[config.mk]
export PLATFORM = sky130hd
export DESIGN_NAME = multi_debouncer
export DESIGN_NICKNAME = d
export VERILOG_FILES = /design/src/rtl/multi_debouncer.sv
export SDC_FILE = /design/constraint.sdc
export NUM_CORES = 1
export LEC_CHECK = 0
export CORE_MARGIN = 4
export CORE_UTILIZATION = 52
export CTS_BUF_LIST = sky130_fd_sc_hd__clkbuf_8
export CTS_CLUSTER_DIAMETER = 80
export DETAILED_ROUTE_END_ITERATION = 8
export PLACE_DENSITY = 0.78
export SYNTH_ARGS = -nofsm -noshare
export SYNTH_HDL_FRONTEND = slang
export SYNTH_SLANG_ARGS = --single-unit
export TNS_END_PERCENT = 30
[constraint.sdc]
create_clock -name clk -period 1.2 [get_ports clk]
set_input_delay 0.24 -clock clk [delete_from_list [all_inputs] [get_ports clk]]
set_output_delay 0.24 -clock clk [all_outputs]
set_load 0.02 [all_outputs]
[src/rtl/multi_debouncer.sv]
// Multi-channel debouncer: each channel is synchronized, then accepted only
// after STABLE_TICKS consecutive agreeing samples taken on m_tick strobes.
module multi_debouncer #(
  parameter int N_CH         = 4,
  parameter int STABLE_TICKS = 4,
  parameter bit RESET_LEVEL  = 1'b0
) (
  input  logic            clk,
  input  logic            reset,
  input  logic            m_tick,
  input  logic [N_CH-1:0] level,
  output logic [N_CH-1:0] curr_level,
  output logic [N_CH-1:0] rise,
  output logic [N_CH-1:0] fall,
  output logic            any_change
);

  localparam int CW = $clog2(STABLE_TICKS + 1);
  localparam logic [CW-1:0] TICKS_TARGET = CW'(STABLE_TICKS);

  typedef enum logic [1:0] {
    ST_LOW,
    WAIT_HIGH,
    ST_HIGH,
    WAIT_LOW
  } state_t;

  localparam state_t RESET_STATE = RESET_LEVEL ? ST_HIGH : ST_LOW;

  logic [N_CH-1:0] lvl_m;
  logic [N_CH-1:0] lvl_s;

  state_t          state_q [N_CH];
  state_t          state_n [N_CH];
  logic [CW-1:0]   cnt_q   [N_CH];
  logic [CW-1:0]   cnt_n   [N_CH];
  logic [N_CH-1:0] rise_n;
  logic [N_CH-1:0] fall_n;
  logic [N_CH-1:0] curr_n;

  // Two-flop synchronizer bringing the raw inputs into the clk domain.
  always_ff @(posedge clk) begin
    if (!reset) begin
      lvl_m <= {N_CH{RESET_LEVEL}};
      lvl_s <= {N_CH{RESET_LEVEL}};
    end else begin
      lvl_m <= level;
      lvl_s <= lvl_m;
    end
  end

  // Per-channel state, counter and registered outputs; reset wins over m_tick.
  always_ff @(posedge clk) begin
    if (!reset) begin
      for (int ch = 0; ch < N_CH; ch++) begin
        state_q[ch] <= RESET_STATE;
        cnt_q[ch]   <= '0;
      end
      curr_level <= {N_CH{RESET_LEVEL}};
      rise       <= '0;
      fall       <= '0;
      any_change <= 1'b0;
    end else begin
      for (int ch = 0; ch < N_CH; ch++) begin
        state_q[ch] <= state_n[ch];
        cnt_q[ch]   <= cnt_n[ch];
      end
      curr_level <= curr_n;
      rise       <= rise_n;
      fall       <= fall_n;
      any_change <= |(rise_n | fall_n);
    end
  end

  // Next-state logic: count agreeing ticks, any reversal drops back with no credit.
  always_comb begin
    state_n = state_q;
    cnt_n   = cnt_q;
    rise_n  = '0;
    fall_n  = '0;
    curr_n  = '0;
    for (int ch = 0; ch < N_CH; ch++) begin
      if (m_tick) begin
        case (state_q[ch])
          ST_LOW: begin
            if (lvl_s[ch]) begin
              state_n[ch] = WAIT_HIGH;
              cnt_n[ch]   = CW'(1);
            end
          end
          WAIT_HIGH: begin
            if (!lvl_s[ch]) begin
              state_n[ch] = ST_LOW;
              cnt_n[ch]   = '0;
            end else if (cnt_q[ch] + CW'(1) == TICKS_TARGET) begin
              state_n[ch] = ST_HIGH;
              cnt_n[ch]   = '0;
              rise_n[ch]  = 1'b1;
            end else begin
              cnt_n[ch] = cnt_q[ch] + CW'(1);
            end
          end
          ST_HIGH: begin
            if (!lvl_s[ch]) begin
              state_n[ch] = WAIT_LOW;
              cnt_n[ch]   = CW'(1);
            end
          end
          WAIT_LOW: begin
            if (lvl_s[ch]) begin
              state_n[ch] = ST_HIGH;
              cnt_n[ch]   = '0;
            end else if (cnt_q[ch] + CW'(1) == TICKS_TARGET) begin
              state_n[ch] = ST_LOW;
              cnt_n[ch]   = '0;
              fall_n[ch]  = 1'b1;
            end else begin
              cnt_n[ch] = cnt_q[ch] + CW'(1);
            end
          end
          default: begin
            state_n[ch] = RESET_STATE;
            cnt_n[ch]   = '0;
          end
        endcase
      end
      curr_n[ch] = (state_n[ch] == ST_HIGH) || (state_n[ch] == WAIT_LOW);
    end
  end

endmodule

After elaboration in Yosys (flattened, before gate mapping)
Index checks and enable logic that the tools add are counted.

cells by class
  add/sub/neg operators = 4
  reduce and logical (&&, ||, !) cells = 13
  equality and inequality tests = 32
  muxes and demuxes = 84
  bitwise gates (word level) = 1

operators with widths
  kind                   count
  $mux W3                20
  $mux W2                28
  $pmux W3 S4            4
  $eq A2 B2 Y1 const B   16
  $pmux W2 S4            4
  $mux W1                28
  $ne A2 B2 Y1 const B   8
  $add A3 B1 Y3 const B  4
  $eq A3 B3 Y1 const B   4
  $reduce_and A3 Y1      4
  $eq A2 B1 Y1 const B   4
  $logic_not A2 Y1       4
  $logic_or A1 B1 Y1     4
  $or A4 B4 Y4           1
  $reduce_or A4 Y1       1

word-level totals
  word-level logic and storage cells = 148
  bits of input ports = 7
  register bits = 41
  output and inout bits = 13

Longest topological paths before layout
  depth after elaboration = 8
  depth in mapped cells = 6
  gate-level depth less buffers = 6

Worst setup path after synthesis
No wires, ideal clock.

  path type = register to register
  start point = register cnt_q[3] (netlist bit)
  end point = register curr_level[2]
  period minus slack after synthesis = 1.343 ns
  stages on the path, launching flop included = 6
  setup time = 0.119 ns
  setup slack = -0.143 ns
  data arrival time = 1.223 ns
  buffers on the path = 0
  data required time = 1.081 ns
  cells stage by stage = dfxtp_1 > ha_1 > xor2_1 > and4_4 > mux2i_1 > nor2b_1

between the ends
  word-level cells in the longest chain between the ends = 8
  elaborated cells on any way between the ends = 11
  classes of those cells = add/sub (1); eq/ne (3); mux (6); reduce/logical (1)

RTL lines
  what                               line     source
  start, declared                    35       logic [CW-1:0] cnt_q [N_CH];
  start signal, assigned by index    66       cnt_q[ch] <= cnt_n[ch];
  $add A3 B1 Y3 *                    95, 113
  $eq A3 B3 Y1 *                     95, 113
  $mux W2, on equally long branches  113, 95
  $mux W2, on equally long branches  110, 92
  $pmux W2 S4 *                      84       case (state_q[ch])
  $mux W2 *                          83       if (m_tick) begin
  $eq A2 B2 Y1                       127      curr_n[ch] = (state_n[ch] == ST_HIGH) || (state_n[ch] == WAIT_LOW);
  $logic_or A1 B1 Y1 *               127
  end signal, assigned               59       curr_level <= {N_CH{RESET_LEVEL}};
  end signal, assigned               68       curr_level <= curr_n;
  end, declared                      12       output logic [N_CH-1:0] curr_level,

Every way passes the cells marked *; elsewhere a longest branch is shown, timed or not.
A chain may end at the register's enable or synchronous reset.

Final worst setup path
  start point = register cnt_q[0] (netlist bit)
  end point = register curr_level[3]

The elaborated chain is that of the path after synthesis.

==> impl_metrics.ini <==
[routing]
routed_wl_mm = 3.31
via_per_inst = 5.01
dr_total_vias = 1323
drc = 0
wire_per_inst_um = 12.5
detail-route-antenna-nets = 0
first_iter_violations = 54
first_pass_iters = 4

[synthesis]
async_reset_ff_frac = 0
yosys_warnings = 0
synth_top_cell_area_share = 0.472
netlist_area_mm2 = 0.00174
ys_top_cells_by_area = dfxtp_1 47%, ha_1 7.2%, and2_1 5.0%
synth_fp_nets = 193
synth_cell_types = 30
ys_seq_area_frac = 0.472
synthCells = 176
avgSynthCellArea_um2 = 9.89
yosys.area.top_type = dfxtp_1
synth_edf_count = 0
ys_seq_elements = 41
synthFlopType = dfxtp_1

[setup_path]
cp.arrival_ns = 1.53
r2r_cells = 5
crit_buf_inv = 0
end_kind = flip-flop
required_ns = 1.38
path_class = flip-flop to flip-flop
worstPathMaxFanout = 3
critPathLaunchType = flip-flop
crit_chain = ha_4, xor2_2, and4_4, mux2i_2, nor2b_1
slowest_delay_ns = 0.35
cp_slowest_cell = dfxtp_2
r2r_slack_ns = -0.14
r2r_end = curr_level[3]
critPathTopFamily = flip-flops
r2r-start = cnt_q[0]

[pwr]
comb_power_share = 0.060
p_per_area_mw_per_mm2 = 986
power.share.clock = 0.362
power_frac_seq = 0.577
p_sw_w = 0.000509
p_int_w = 0.00191
sw_frac_of_total = 0.211
leakagePower_nw = 0.957
vdd.ir_drop.worst_mv = 0.815

[min_path]
hold_start = m_tick
hold_class = primary input to flip-flop
holdPathStages = 4
hold_end = cnt_q[4]

[global_route]
grt_pass1_vias = 1304
grt_overflow = 0
grt_max_degree = 14
antenna_found_initial = 0
grt_pass1_wl_mm = 5.73
grtUsageTotal = 0.177

[timing]
fin_ws_ns = -0.143
tightestPinTransition_ns = 0.329
setup_viol = 9
period_share = 1.12
slew_viol_final = 0
hold_viol = 0
layout_min_cycle_time_ns = 1.34
slew_headroom = 0.780
fin_tns_setup_ns = -0.760
finalClockSkew_ns = 0.00318
fmax_mhz = 745
rsz0062_at_grt = yes

[place]
dpl_cell_area_mm2 = 0.00217
routabilityCongestion = 0.880
hpwl_mm = 2.37
io_buffers = 19

[cts]
cts_buffer_depth = 2
htreeDepth = 2
cts_root_buf = clkbuf_8
insertion_delay_ns = 0.29
cts_sinks = 41
worst_setup_hold_path_clk_slew_ns = 0.07
tritoncts = done
cts_hold_buf = 0
cts_buffers = 5

[finish]
insertedDiodeCount = 0
layout-drive-gt1-share = 0.318
final_cell_mix = 31 x dfxtp_1, 22 x buf_4, 18 x nand2_1
postLayoutCoreUtil = 0.782
nNetsFinal = 237
final_cell_area_mm2 = 0.00245
area.growth.synth_to_final_pct = 40.6
final_common_cell = dfxtp_1

[run_status]
violations = setup timing
outcome = complete, but fails checks

[die]
pin_count = 20
die_h_um = 65.9
core_area_mm2 = 0.00313
die-area_mm2 = 0.00434
start_util = 0.556
die_x_um = 65.9
rows = 20

[job]
max-cap-violations = 0
## per-layer routing
layer	global-route usage	vias to the layer above	routed length [um]
li1	-	691	-
met1	0.197	606	1470
met2	0.295	21	1660
met3	0.0663	5	126
met4	0.0855	0	60
met5	0	-	0
## synthesized netlist by cell type (all sizes together), types with 4 or more instances
master and number:
a21boi 10, a22oi 4, and2 14, and4b 4, clkbuf 5, dfxtp 41, ha 10, inv 6
mux2i 7, nand2 19, nand4 4, nor2b 8, nor3b 4, o21ai 12, xor2 6
## power by group through the flow
| stage | registers (W) | clock network, W | logic, W |
|---|---|---|---|
| floorplan | 0.00143 | 0 | 0.0000707 |
| global placement | 0.00143 | 0 | 0.000133 |
| detailed placement | 0.00143 | 0 | 0.000137 |
| CTS | 0.00140 | 0.000915 | 0.000141 |
| global route | 0.00140 | 0.000980 | 0.000163 |
| finish | 0.00139 | 0.000875 | 0.000145 |
## flip-flops by register name (all words and copies together) (netlist names)
| signal | count |
|---|---|
| cnt_q | 12 |
| state_q | 8 |
| curr_level | 4 |
| fall | 4 |
| lvl_m | 4 |
| lvl_s | 4 |
| rise | 4 |
| any_change | 1 |
## worst max path at each step
stage	from	endpoint	slack, ns	cells past startpoint
5_1_grt	cnt_q[0]	curr_level[3]	-0.21	5
3_5_place_dp	m_tick	fall[1]	-0.35	6
2_1_floorplan	cnt_q[3]	curr_level[2]	-0.06	5
6_report	cnt_q[0]	curr_level[3]	-0.14	5
3_3_place_gp	m_tick	curr_level[2]	-0.32	5
4_1_cts	cnt_q[1]	curr_level[3]	-0.14	5
## area by class of cell
class                   count  area, um2
repair buffers             44        390
clock buffers               6       82.6
flip-flops and latches     41        841
clock inverters             1       3.75
inverters                   6       22.5
fillers                   230        681
well taps                  44       55.1
multi-input cells         122       1050
## kinds of logic (layout without fill, tap and decap cells)
| family | Yosys count | count (layout) | share of synthesized area |
|---|---|---|---|
| fa+ha+maj | 10 | 10 | 0.0719 |
| flops | 41 | 41 | 0.472 |
| mux | 7 | 7 | 0.0403 |
| simple gates | 68 | 68 | 0.237 |
| compound gates | 30 | 30 | 0.110 |
| xor+xnor | 7 | 7 | 0.0395 |
| buf+inv | 13 | 57 | 0.0302 |
## tightest hold or removal path, cell delays in order
cell	delay, ns
dlymetal6s2s_1	0.14
buf_4	0.17
nand4_1	0.07
a21boi_1	0.06
## repair_timing
item	CTS	global route
endpoints found under the setup margin	31	43
buffers inserted	0	1
pin swaps	4	9
gates resized for setup	27	40
## per-stage QoR
stage / worst slack, ns / cells / hold WS, ns / power [W]
2_1_floorplan: -0.0641 / 176 / 0.367 / 0.00150
3_3_place_gp: -0.317 / 256 / 0.416 / 0.00156
3_5_place_dp: -0.347 / 256 / 0.418 / 0.00156
4_1_cts: -0.139 / 263 / 0.437 / 0.00245
5_1_grt: -0.211 / 264 / 0.445 / 0.00254
6_report: -0.143 / 264 / 0.425 / 0.00241
Power figures use the tool's default switching activity.
